--- src/rtl/avalon_rmw_frontend.sv ---
// Avalon-MM slave front end for the peripheral's memory adapter.
// Adds byte-enable support through a read-modify-write sequence, stalls a
// read that directly follows a write to the same word, applies waitrequest
// backpressure and forwards adapter read responses to the fabric.
module avalon_rmw_frontend #(
  parameter int BUSWIDTH     = 32,
  parameter int ADDRESSWIDTH = 8,
  parameter int LATENCY      = 1,
  parameter int BEWIDTH      = BUSWIDTH / 8
) (
  input  logic                    clk,
  input  logic                    reset,
  input  logic                    avs_read,
  input  logic                    avs_write,
  input  logic [ADDRESSWIDTH-1:0] avs_address,
  input  logic [BUSWIDTH-1:0]     avs_writedata,
  input  logic [BEWIDTH-1:0]      avs_byteenable,
  output logic                    avs_waitrequest,
  output logic [BUSWIDTH-1:0]     avs_readdata,
  output logic                    avs_readdatavalid,
  output logic                    adp_read,
  output logic                    adp_write,
  output logic [ADDRESSWIDTH-1:0] adp_address,
  output logic [BUSWIDTH-1:0]     adp_data_in,
  input  logic                    adp_read_valid,
  input  logic [BUSWIDTH-1:0]     adp_data_out
);

  // Room for every read the adapter can have in flight, plus headroom.
  localparam int CW = $clog2(LATENCY + 1) + 1;

  typedef enum logic [2:0] {
    IDLE,
    DRAIN,
    RMW_RD,
    RMW_WAIT,
    RMW_WR
  } state_t;

  state_t                  state;
  logic [CW-1:0]           outstanding;
  logic                    haz_valid;
  logic [ADDRESSWIDTH-1:0] haz_addr;
  logic [ADDRESSWIDTH-1:0] lat_addr;
  logic [BUSWIDTH-1:0]     lat_data;
  logic [BEWIDTH-1:0]      lat_be;
  logic [BUSWIDTH-1:0]     merge_data;
  logic [BUSWIDTH-1:0]     merged;

  logic full_be;
  logic zero_be;
  logic partial_be;
  logic haz_hit;
  logic cnt_inc;
  logic cnt_dec;

  assign full_be    = &avs_byteenable;
  assign zero_be    = ~|avs_byteenable;
  assign partial_be = !full_be && !zero_be;
  assign haz_hit    = haz_valid && (avs_address == haz_addr);

  // Only external reads issued from IDLE are tracked; the internal RMW read
  // and its response are kept out of the count.
  assign cnt_inc = adp_read && (state == IDLE);
  assign cnt_dec = adp_read_valid && (state != RMW_WAIT) && (outstanding != '0);

  // Byte-lane merge of the latched write data over the word just read back.
  always_comb begin
    merged = adp_data_out;
    for (int i = 0; i < BEWIDTH; i++) begin
      if (lat_be[i]) begin
        merged[i*8 +: 8] = lat_data[i*8 +: 8];
      end
    end
  end

  // Adapter strobes and fabric stall decoded from state; IDLE is pass-through.
  always_comb begin
    avs_waitrequest = 1'b1;
    adp_read        = 1'b0;
    adp_write       = 1'b0;
    adp_address     = avs_address;
    adp_data_in     = avs_writedata;
    if (reset) begin
      case (state)
        IDLE: begin
          avs_waitrequest = 1'b0;
          if (avs_write) begin
            if (full_be) begin
              adp_write = 1'b1;
            end else if (partial_be) begin
              avs_waitrequest = 1'b1;
            end
          end else if (avs_read) begin
            if (haz_hit) begin
              avs_waitrequest = 1'b1;
            end else begin
              adp_read = 1'b1;
            end
          end
        end
        RMW_RD: begin
          adp_read    = 1'b1;
          adp_address = lat_addr;
        end
        RMW_WR: begin
          avs_waitrequest = 1'b0;
          adp_write       = 1'b1;
          adp_address     = lat_addr;
          adp_data_in     = merge_data;
        end
        default: begin
          avs_waitrequest = 1'b1;
        end
      endcase
    end
  end

  // Responses pass straight through except the internal RMW read.
  assign avs_readdata      = adp_data_out;
  assign avs_readdatavalid = reset && adp_read_valid && (state != RMW_WAIT);

  // Sequencer for the partial-write RMW and the latched write operands.
  always_ff @(posedge clk or negedge reset) begin
    if (!reset) begin
      state      <= IDLE;
      lat_addr   <= '0;
      lat_data   <= '0;
      lat_be     <= '0;
      merge_data <= '0;
    end else begin
      case (state)
        IDLE: begin
          if (avs_write && partial_be) begin
            lat_addr <= avs_address;
            lat_data <= avs_writedata;
            lat_be   <= avs_byteenable;
            state    <= DRAIN;
          end
        end
        DRAIN: begin
          if (outstanding == '0) begin
            state <= RMW_RD;
          end
        end
        RMW_RD: begin
          state <= RMW_WAIT;
        end
        RMW_WAIT: begin
          if (adp_read_valid) begin
            merge_data <= merged;
            state      <= RMW_WR;
          end
        end
        RMW_WR: begin
          state <= IDLE;
        end
        default: begin
          state <= IDLE;
        end
      endcase
    end
  end

  // Count of external reads issued to the adapter and not yet answered.
  always_ff @(posedge clk or negedge reset) begin
    if (!reset) begin
      outstanding <= '0;
    end else if (cnt_inc && !cnt_dec) begin
      outstanding <= outstanding + CW'(1);
    end else if (cnt_dec && !cnt_inc) begin
      outstanding <= outstanding - CW'(1);
    end
  end

  // Remembers the word written last cycle so a read of it can be held off.
  always_ff @(posedge clk or negedge reset) begin
    if (!reset) begin
      haz_valid <= 1'b0;
      haz_addr  <= '0;
    end else begin
      haz_valid <= adp_write;
      if (adp_write) begin
        haz_addr <= adp_address;
      end
    end
  end

endmodule

--- config.mk ---
export PLATFORM = sky130hd
export DESIGN_NAME = avalon_rmw_frontend
export DESIGN_NICKNAME = d
export VERILOG_FILES = /design/src/rtl/avalon_rmw_frontend.sv
export SDC_FILE = /design/constraint.sdc
export NUM_CORES = 1
export LEC_CHECK = 0
export BUFFER_PORTS_ARGS = -buffer_cell sky130_fd_sc_hd__buf_2
export CORE_MARGIN = 8
export CORE_UTILIZATION = 55
export CTS_CLUSTER_SIZE = 20
export DETAILED_ROUTE_END_ITERATION = 10
export PLACE_DENSITY = 0.95
export SLEW_MARGIN = 20
export SYNTH_ARGS = -nofsm -noshare
export SYNTH_HDL_FRONTEND = slang
export SYNTH_SLANG_ARGS = --single-unit
--- constraint.sdc ---
create_clock -name clk -period 6.2 [get_ports clk]
set_clock_uncertainty 0.2 [all_clocks]
set_input_delay 1.86 -clock clk [delete_from_list [all_inputs] [get_ports clk]]
set_output_delay 1.86 -clock clk [all_outputs]
set_load 0.01 [all_outputs]
==> results of run 1 <==
[sequential cells by signal, summed over array words and instances (netlist names)]
register / count
outstanding: 2
haz_addr: 8
lat_be: 4
lat_addr: 8
state: 3
merge_data: 32
lat_data: 32
haz_valid: 1
[synthesized netlist by cell type]
| master | count |
|---|---|
| nor4b_1 | 1 |
| buf_4 | 32 |
| mux2_1 | 5 |
| o211ai_1 | 1 |
| nand2_1 | 35 |
| ha_1 | 1 |
| a21oi_1 | 2 |
| nand4_1 | 2 |
| mux2_4 | 4 |
| nor4_1 | 4 |
| clkbuf_1 | 6 |
| buf_6 | 8 |
| o21ai_0 | 32 |
| buf_1 | 4 |
| nand2b_4 | 1 |
| nor2b_1 | 1 |
| or4_4 | 1 |
| nor3_1 | 1 |
| mux2i_1 | 32 |
| xnor2_1 | 10 |
| a311oi_1 | 2 |
| dfrtp_1 | 90 |
| nor2_1 | 5 |
| and2_1 | 1 |
| and3_1 | 1 |
| buf_2 | 4 |
| xor2_1 | 2 |
| o21a_1 | 2 |
| nor2_2 | 1 |
| nand3_1 | 2 |
| nand3b_1 | 2 |
| mux2_2 | 83 |
| nand4_4 | 1 |
| inv_1 | 2 |
| nor2_4 | 1 |
[metrics by stage]
step	power (mW)	area (sq um)
floorplan	1.61	4660
global placement	1.76	5230
detailed placement	1.83	5230
CTS	2.20	5420
global route	2.33	5420
finish	2.18	5420
[critical path: cells and delay by family]
kind,cells,cell delay (ns)
AND/OR/NAND/NOR,3,0.64
buffers and inverters,3,0.47
multiplexers,1,0.35
[final cells by class]
type / count / area [sq um] / area share, %
Sequential cell: 90 / 2250 / 41.5
Multi-Input combinational cell: 236 / 2020 / 37.3
Timing Repair Buffer: 160 / 826 / 15.2
Clock buffer: 10 / 138 / 2.54
Tap cell: 105 / 131 / 2.42
Clock inverter: 6 / 47.5 / 0.877
Inverter: 2 / 7.51 / 0.138
[final timing paths]
path                            cells after the start          start              to
worst max-delay path                                7          reset  adp_data_in[7]
min in group asynchronous                           2          reset     lat_data[4]
worst min-delay path                                2  merge_data[0]   merge_data[0]
worst max register to register                      4       state[1]  merge_data[10]
worst min register to register                      2  merge_data[0]   merge_data[0]
max in group asynchronous                           3          reset   merge_data[7]
[cells by family after synthesis]
kind of cell | Yosys count | share of synthesized area (%)
AND/OR/NAND/NOR | 60 | 6.64
adder cells (fa/ha/maj) | 1 | 0.269
XOR/XNOR | 12 | 2.26
flip-flops | 90 | 48.4
multiplexers | 124 | 29.5
buffers and inverters | 56 | 8.49
AO/OA/AOI/OAI | 39 | 4.51
[metal layers]
metal  share of wire (%)  up-vias
li1                    -     1544
met1                  42     1585
met2                  51      105
met3                 5.6       16
met4                 1.9        0
met5                   0        -
[where the power goes]
group / internal (mW) / total (mW) / switching [mW]
clock: 0.161 / 0.371 / 0.209
sequential: 0.865 / 1.09 / 0.229
combinational: 0.410 / 0.712 / 0.302
total: 1.44 / 2.18 / 0.740
==> summary.txt, run 1 <==
Outcome
  • Run status: completed

Critical path
  • Endpoint required time on the critical path: 4.14 ns
  • Crit path largest cell delay: 0.44 ns
  • Crit. End Element: primary output
  • FF-to-FF setup slack: 4.08 ns
  • Biggest fanout along the worst timing path: 19
  • Arrival time of data at the critical path endpoint: 3.34 ns
  • Path type of the worst setup path: in -> out
  • Worst path slowest cell: and2_2
  • Critical Path Start Type: input pin
  • Ordered list of cells on the worst path: buf_4 > nand2b_4 > nor2_2 > and2_2 > buf_12 > mux2_2 > buf_2

Clocking
  • CTS clock-pin slew for the worst setup and hold paths: 0.08 ns
  • CTS tree: built
  • Number of buffers inserted by post-CTS setup repair: 0
  • Clock buffer count from CTS: 9
  • Gates resized, CTS repair: 0
  • CTS root buf: clkbuf_8
  • CTS Buffer Depth: 2
  • Number of H-tree levels: 3
  • Number of hold buffers added after cts: 0
  • Worst-Skew Late Latency: 0.33 ns
  • Clk sink count: 90

Routing
  • Drt first-iter violations: 64
  • Post-Route WL: 10700 um
  • Post-detailed-route via-to-cell ratio: 5.34
  • Routed wirelength normalized by instance count: 17.5 um
  • Antenna Violating Nets Remaining: 0
  • Drt pass-1 iters: 4
  • Final routed DRC violation total: 0
  • Routed via count: 3250

Place
  • Dpl ws: 0.791 ns
  • Post-DP HPWL: 8190 um
  • Routability congestion estimate: 0.800
  • IO Port Bufs: 156
  • Number of placed instances, taps included: 593

Final layout
  • Final core utilization: 66.0%
  • Number of cells in the finished layout apart from fillers: 609
  • Most common library cell in the layout ignoring fill and taps: buf_2
  • Post-layout net count: 581
  • Area added between synthesis and finish: 16.5%
  • Filler Cell Count: 634
  • Antenna cells: 0
  • Share of final-layout standard cells stronger than drive strength 1: 53.6%
  • Most used cells in the layout excluding fill and tap cells: 155 x buf_2, 90 x dfrtp_1, 83 x mux2_2, 35 x nand2_1

STA
  • Min Tclk post-route: 5.40 ns
  • Worst hold margin: 0.289 ns
  • # setup viols final: 0
  • Slew Limit Fails: 0
  • Tightest Pin Transition: 0.633 ns
  • Unrepaired setup endpoints after global routing: no
  • Final worst setup slack: 0.795 ns
  • Hold Vio Cnt, Final: 0
  • Tcrit/Tclk final: 87.2%
  • Post-Route Setup TNS: 0 ns
  • Highest achievable clock rate: 185 MHz
  • Worst slew slack as a fraction of its limit: 57.8%

Synth
  • Mapped Nets: 464
  • Synthesis Warnings: 0
  • Fraction of the yosys area taken by sequential cells: 48.4%
  • Fraction of post-synthesis cell area in the top cell type by area: 48.4%
  • Mean post-synth cell area: 12.2 sq um
  • Syn Std Cell Area: 4660 sq um
  • Cell taking the most area after synthesis: dfrtp_1
  • Number of library cell types mapped by synthesis: 35
  • Cell types occupying the most area after synthesis: dfrtp_1 48%, mux2_2 20%, mux2i_1 6.9%, buf_4 5.2%, o21ai_0 3.4%
  • Flop and latch count out of synthesis: 90
  • Gate count after technology mapping: 382

Global route
  • GRT Residual Overflow: 0
  • Busiest layer in global routing: met2
  • Met1 routing resource usage after global routing: 22.2%
  • Antenna violations before repair: 0
  • Met2 usage: 31.9%
  • Maximum number of pins on one net before global-route repair: 66
  • GR Util met3: 3.21%
  • Vias in the first global route: 3583
  • First-pass GRT wire length: 17300 um
  • GRT Overall Usage: 18.4%

Die
  • Die height: 108 um
  • Overall die area: 11700 sq um
  • Initial Util: 56.7%
  • Die X: 108 um
  • Total I/O pin count: 157
  • Core area: 8220 sq um
  • Std cell rows: 33

Power
  • Standby leakage power: 2.64 nW
  • Power Density: 401 nW/um^2
  • Worst IR drop on VDD: 0.000219 V

Job
  • Maximum Capacitance Violations: 0

Worst hold path
  • Class of the tightest hold or removal check: reg -> reg
No activity file was read; power rests on OpenSTA's default activity.
==> run 2: changes to the inputs <==
- CORE_ASPECT_RATIO: not set -> 1.2
==> summary.txt, run 2 (synthesis results as in run 1) <==
Routing
  • Drt first-iter violations: 99 (+55%)
  • Met1 Wirelength: 4220 um (-4.9%)
  • Routed wirelength normalized by instance count: 17.9 um (+2.1%)
  • Final routed DRC violation total: 0 (unchanged)
  • Post-detailed-route via-to-cell ratio: 5.29 (-0.86%)
  • Routed via count: 3259 (+0.28%)
  • Post-Route WL: 11000 um (+3.3%)
  • Drt pass-1 iters: 7 (+3)
  • Max layer used: met4
  • Routed wire length on met2: 6010 um (+11%)
  • Antenna Violating Nets Remaining: 0 (unchanged)
  • Total met3 wirelength after detailed routing: 698 um (+17%)

Global route
  • GRT Overall Usage: 19.2% (+0.88 points)
  • First-pass GRT wire length: 17700 um (+2.0%)
  • Antenna violations before repair: 0 (unchanged)
  • Maximum number of pins on one net before global-route repair: 66 (unchanged)
  • GRT Residual Overflow: 0 (unchanged)
  • Vias in the first global route: 3609 (+0.73%)

STA
  • Post-Route Setup TNS: 0 ns (unchanged)
  • Tightest Pin Transition: 0.642 ns (+0.00882 ns)
  • Hold Vio Cnt, Final: 0 (unchanged)
  • Slew Limit Fails: 0 (unchanged)
  • Min Tclk post-route: 5.46 ns (+0.0531 ns)
  • Worst slew slack as a fraction of its limit: 57.2% (-0.59 points)
  • Highest achievable clock rate: 183 MHz (-0.97%)
  • Unrepaired setup endpoints after global routing: no
  • # setup viols final: 0 (unchanged)
  • Worst hold margin: 0.285 ns (-0.00436 ns)
  • Tcrit/Tclk final: 88.0% (+0.86 points)

Outcome
  • Run status: completed

Worst hold path
  • Hold Startpoint: merge_data[24]
  • Class of the tightest hold or removal check: reg -> reg
  • WHS Path Cells: 2 (unchanged)
  • Sink of the worst hold path: merge_data[24]

Final layout
  • Most used cells in the layout excluding fill and tap cells: 155 x buf_2, 90 x dfrtp_1, 83 x mux2_2, 35 x nand2_1
  • Number of cells in the finished layout apart from fillers: 616 (+1.1%)
  • Area added between synthesis and finish: 16.5% (unchanged)
  • Post-layout net count: 581 (unchanged)
  • Regs by FF count: lat_data x32, merge_data x32
  • Antenna cells: 0 (unchanged)
  • Share of final-layout standard cells stronger than drive strength 1: 53.0% (-0.58 points)
  • Final non-filler cell area: 5420 sq um (unchanged)
  • Most common library cell in the layout ignoring fill and taps: buf_2
  • Filler Cell Count: 599 (-5.5%)

Critical path
  • Worst path slowest cell: and2_2
  • Number of logic stages on the critical path including buffering: 7 (unchanged)
  • Startpoint of the worst-slack reg-to-reg timing path: state[1]
  • Crit. End Element: primary output
  • Kind of cell adding the most delay to the critical path: simple AND/OR/NAND/NOR gates
  • Length in cells of the worst reg-to-reg path: 4 (unchanged)
  • Biggest fanout along the worst timing path: 17 (-2)
  • FF-to-FF setup slack: 4.07 ns (about the same)
  • Ordered list of cells on the worst path: buf_4 > nand2b_4 > nor2_2 > and2_2 > buf_12 > mux2_2 > buf_2
  • Capturing point of the worst reg2reg path: merge_data[28]
  • Critical path buffers and inverters: 3 (unchanged)
  • Endpoint required time on the critical path: 4.14 ns (about the same)
  • Path type of the worst setup path: in -> out
  • Arrival time of data at the critical path endpoint: 3.40 ns (+0.06 ns)
  • Critical Path Start Type: input pin
  • Crit path largest cell delay: 0.49 ns (+0.05 ns)
  • Worst setup startpoint: reset

Place
  • Number of placed instances, taps included: 602 (+1.5%)
  • Placement-stage cell area: 5240 sq um (+0.22%)
  • Post-DP HPWL: 8340 um (+1.9%)
  • Routability congestion estimate: 0.797 (-0.39%)
  • IO Port Bufs: 156 (unchanged)

Die
  • Overall die area: 11700 sq um (+0.10%)
  • Die height: 117 um (+8.1%)
  • Total I/O pin count: 157 (unchanged)
  • Std cell rows: 36 (+9.1%)
  • Die X: 100 um (-7.4%)
  • Initial Util: 57.1% (+0.44 points)
  • Core area: 8150 sq um (-0.78%)

Clocking
  • Gates resized, CTS repair: 0 (unchanged)
  • Number of hold buffers added after cts: 0 (unchanged)
  • Number of buffers inserted by post-CTS setup repair: 0 (unchanged)
  • Number of H-tree levels: 3 (unchanged)
  • CTS clock-pin slew for the worst setup and hold paths: 0.08 ns (about the same)
  • Clock buffer count from CTS: 9 (unchanged)
  • Worst-Skew Late Latency: 0.34 ns (about the same)
  • CTS root buf: clkbuf_8
  • CTS Buffer Depth: 2 (unchanged)
  • Clk sink count: 90 (unchanged)
  • CTS tree: built

Power
  • Power Density: 402 nW/um^2 (+0.21%)
  • Worst IR drop on VDD: 0.000269 V (+23%)
  • Standby leakage power: 2.63 nW (-0.32%)

Job
  • Maximum Capacitance Violations: 0 (unchanged)
[run 2: changes by cell type in the layout (fill, tap and decap cells not counted)]
cell and change:
inv_6 -3, bufinv_16 +1, clkbuf_8 -1, clkinv_4 -1
clkbuf_1 +2
[run 2: area by class of cell]
class	count	area [sq um]	area share, %
inverter	2	7.51	0.138
sequential	90	2250	41.5
tap	114	143	2.63
clock buffer	11	131	2.42
clock inverter	3	42.5	0.784
multi-input combinational	236	2020	37.3
timing repair buffer	160	826	15.2
[run 2: how the worst max path moves through the flow]
stage,endpoint,slack (ns)
after floorplan,avs_waitrequest,1.28
final,adp_data_in[15],0.74
after global placement,adp_data_in[6],0.80
after detailed placement,adp_data_in[10],0.75
after global routing,adp_data_in[15],0.67
after CTS,adp_data_in[10],0.74
[run 2: stage by stage]
stage	utilization [%]	total power [mW]	worst slack (ns)
3_5_place_dp	64.3	1.83	0.749
2_1_floorplan	-	1.61	1.28
5_1_grt	66.5	2.33	0.674
6_report	66.5	2.18	0.742
4_1_cts	66.4	2.20	0.744
3_3_place_gp	64.3	1.75	0.801
[run 2: layer usage]
metal  vias to the layer above  GRT usage, %
li1                       1541             -
met1                      1606          20.0
met2                       102          36.1
met3                        10          6.33
met4                         0          5.25
met5                         -             0
[run 2: power breakdown]
part / total, mW / switching (mW) / leakage [nW] / internal (mW)
sequential: 1.09 / 0.225 / 1.10 / 0.865
combinational: 0.720 / 0.310 / 1.44 / 0.410
clock: 0.371 / 0.189 / 0.0853 / 0.182
total: 2.18 / 0.724 / 2.63 / 1.46
[run 2: worst reg2reg max path, cell delays in order, from the launching register on]
cell and delay, ns:
dfrtp_1 0.57, nor2b_1 0.31, nand3_4 0.53, nand2_1 0.27
o21ai_0 0.12
==> run 3: changes to the inputs <==
- GPL_TIMING_DRIVEN: not set -> 0
==> summary.txt, run 3 (synthesis results as in run 1) <==
Routing
  • Antenna Violating Nets Remaining: 0 (unchanged)
  • Post-Route WL: 12200 um (+11%)
  • Routed wirelength normalized by instance count: 18.2 um (+1.9%)
  • Routed via count: 3570 (+9.5%)
  • Final routed DRC violation total: 0 (unchanged)
  • Drt pass-1 iters: 4 (-3)
  • Drt first-iter violations: 174 (+76%)
  • Post-detailed-route via-to-cell ratio: 5.34 (+0.86%)

Power
  • Fraction of power spent switching nets: 32.9% (-0.31 points)
  • Part of the power in combinational logic: 36.1% (+3.1 points)
  • Internal: 1.58 mW (+8.4%)
  • Switching power total: 0.774 mW (+6.9%)
  • Standby leakage power: 2.88 nW (+9.4%)
  • Share of power burned in registers: 43.4% (-6.6 points)
  • Power Density: 402 nW/um^2 (about the same)
  • Clock power frac: 20.5% (+3.5 points)
  • Worst IR drop on VDD: 0.000270 V (+0.32%)

Critical path
  • CP endpoint: adp_data_in[0]
  • Crit path largest cell delay: 0.43 ns (-0.06 ns)
  • Critical Path Start Type: input pin
  • Ordered list of cells on the worst path: buf_4 > buf_16 > nand2b_4 > nor2_2 > and2_1 > buf_6 > buf_6 > mux2_1 > buf_2
  • Worst path slowest cell: buf_4
  • Length in cells of the worst reg-to-reg path: 7 (+3)
  • Startpoint of the worst-slack reg-to-reg timing path: state[1]
  • Capturing point of the worst reg2reg path: merge_data[8]
  • Endpoint required time on the critical path: 4.14 ns (about the same)
  • Crit. End Element: primary output
  • FF-to-FF setup slack: 4.14 ns (+0.07 ns)
  • Path type of the worst setup path: in -> out
  • Arrival time of data at the critical path endpoint: 3.90 ns (+0.50 ns)
  • Most common cell on crit path: buf_6
  • Biggest fanout along the worst timing path: 54 (+37)
  • Worst setup startpoint: reset

Place
  • Routability congestion estimate: 0.819 (+2.8%)
  • Post-DP HPWL: 9230 um (+11%)
  • Placement-stage cell area: 5610 sq um (+7.0%)
  • IO Port Bufs: 156 (unchanged)

Clocking
  • Clock buffer count from CTS: 9 (unchanged)
  • CTS clock-pin slew for the worst setup and hold paths: 0.08 ns (about the same)
  • Clk sink count: 90 (unchanged)
  • Number of H-tree levels: 3 (unchanged)
  • CTS tree: built
  • CTS root buf: clkbuf_8
  • Number of buffers inserted by post-CTS setup repair: 0 (unchanged)
  • Gates resized, CTS repair: 0 (unchanged)
  • Worst-Skew Late Latency: 0.37 ns (+0.03 ns)
  • CTS Buffer Depth: 2 (unchanged)
  • Number of hold buffers added after cts: 0 (unchanged)

Outcome
  • Run status: completed

Final layout
  • Final core utilization: 71.8% (+5.2 points)
  • Area added between synthesis and finish: 25.7%
  • Filler Cell Count: 562 (-6.2%)
  • Regs by FF count: lat_data x32, merge_data x32
  • Post-layout net count: 632 (+8.8%)
  • Most used cells in the layout excluding fill and tap cells: 159 x buf_2, 90 x dfrtp_1, 83 x mux2_2, 35 x nand2_1, 33 x buf_4
  • Share of final-layout standard cells stronger than drive strength 1: 55.7% (+2.7 points)
  • Antenna cells: 0 (unchanged)
  • Most common library cell in the layout ignoring fill and taps: buf_2
  • Final non-filler cell area: 5850 sq um (+7.9%)

Die
  • Die X: 100 um (unchanged)
  • Die height: 117 um (unchanged)
  • Total I/O pin count: 157 (unchanged)
  • Std cell rows: 36 (unchanged)
  • Core area: 8150 sq um (unchanged)
  • Overall die area: 11700 sq um (unchanged)
  • Initial Util: 57.1% (unchanged)

STA
  • Unrepaired setup endpoints after global routing: no
  • # setup viols final: 0 (unchanged)
  • Min Tclk post-route: 5.96 ns (+0.502 ns)
  • Slew Limit Fails: 0 (unchanged)
  • Tightest Pin Transition: 0.768 ns (+0.126 ns)
  • Tcrit/Tclk final: 96.1% (+8.1 points)
  • Highest achievable clock rate: 168 MHz (-8.4%)
  • Worst slew slack as a fraction of its limit: 48.8% (-8.4 points)
  • Hold Vio Cnt, Final: 0 (unchanged)

Global route
  • Maximum number of pins on one net before global-route repair: 55 (-17%)
  • Vias in the first global route: 3952 (+9.5%)
  • Antenna violations before repair: 1 (+1)
  • First-pass GRT wire length: 19100 um (+8.4%)
  • GRT Overall Usage: 21.0% (+1.8 points)
  • GRT Residual Overflow: 0 (unchanged)

Worst hold path
  • Class of the tightest hold or removal check: reg -> reg

Job
  • Maximum Capacitance Violations: 0 (unchanged)
## run 3: cell type report
type / instances / area, sq um / area share [%]
multi-input combinational: 236 / 2010 / 34.3
timing repair buffer: 157 / 811 / 13.9
buffer: 54 / 388 / 6.63
clock inverter: 7 / 118 / 2.01
sequential: 90 / 2250 / 38.5
inverter: 2 / 7.51 / 0.128
tap: 114 / 143 / 2.44
clock buffer: 9 / 124 / 2.12
## run 3: per-stage QoR
| step | setup TNS [ns] | instances | total power [mW] | hold slack (ns) | setup slack [ns] |
|---|---|---|---|---|---|
| after floorplan | 0 | 382 | 1.61 | 0.244 | 1.28 |
| after global placement | -18.81 | 652 | 1.80 | 0.257 | -0.559 |
| after detailed placement | 0 | 653 | 1.88 | 0.268 | 0.214 |
| after CTS | 0 | 669 | 2.36 | 0.289 | 0.213 |
| after global routing | 0 | 669 | 2.49 | 0.309 | 0.0737 |
| final | 0 | 669 | 2.35 | 0.288 | 0.240 |
## run 3: how the worst min path moves through the flow
stage / from / slack [ns] / cells past startpoint / end
final: merge_data[10] / 0.29 / 2 / merge_data[10]
after global routing: merge_data[20] / 0.31 / 2 / merge_data[20]
after CTS: merge_data[20] / 0.29 / 2 / merge_data[20]
after detailed placement: merge_data[20] / 0.27 / 2 / merge_data[20]
after global placement: merge_data[9] / 0.26 / 2 / merge_data[9]
after floorplan: merge_data[10] / 0.24 / 2 / merge_data[10]
## run 3: critical path, delay by kind of cell
| family | cells | cell delay (ns) |
|---|---|---|
| multiplexers | 1 | 0.38 |
| AND/OR/NAND/NOR | 3 | 0.39 |
| buffers and inverters | 5 | 1.21 |
## run 3: power groups by stage
stage	Combinational [mW]	Clock (mW)	Sequential, mW
after floorplan	0.636	0	0.978
after global placement	0.802	0	1.00
after detailed placement	0.852	0	1.03
after CTS	0.856	0.491	1.02
after global routing	0.926	0.512	1.05
final	0.849	0.483	1.02
## run 3: metal layers
layer	up-vias	track usage [%]	wire, um
met3	16	5.38	710
li1	1648	-	-
met4	2	9.29	216
met1	1797	22.0	4700
met2	107	38.8	6560
met5	-	0	12
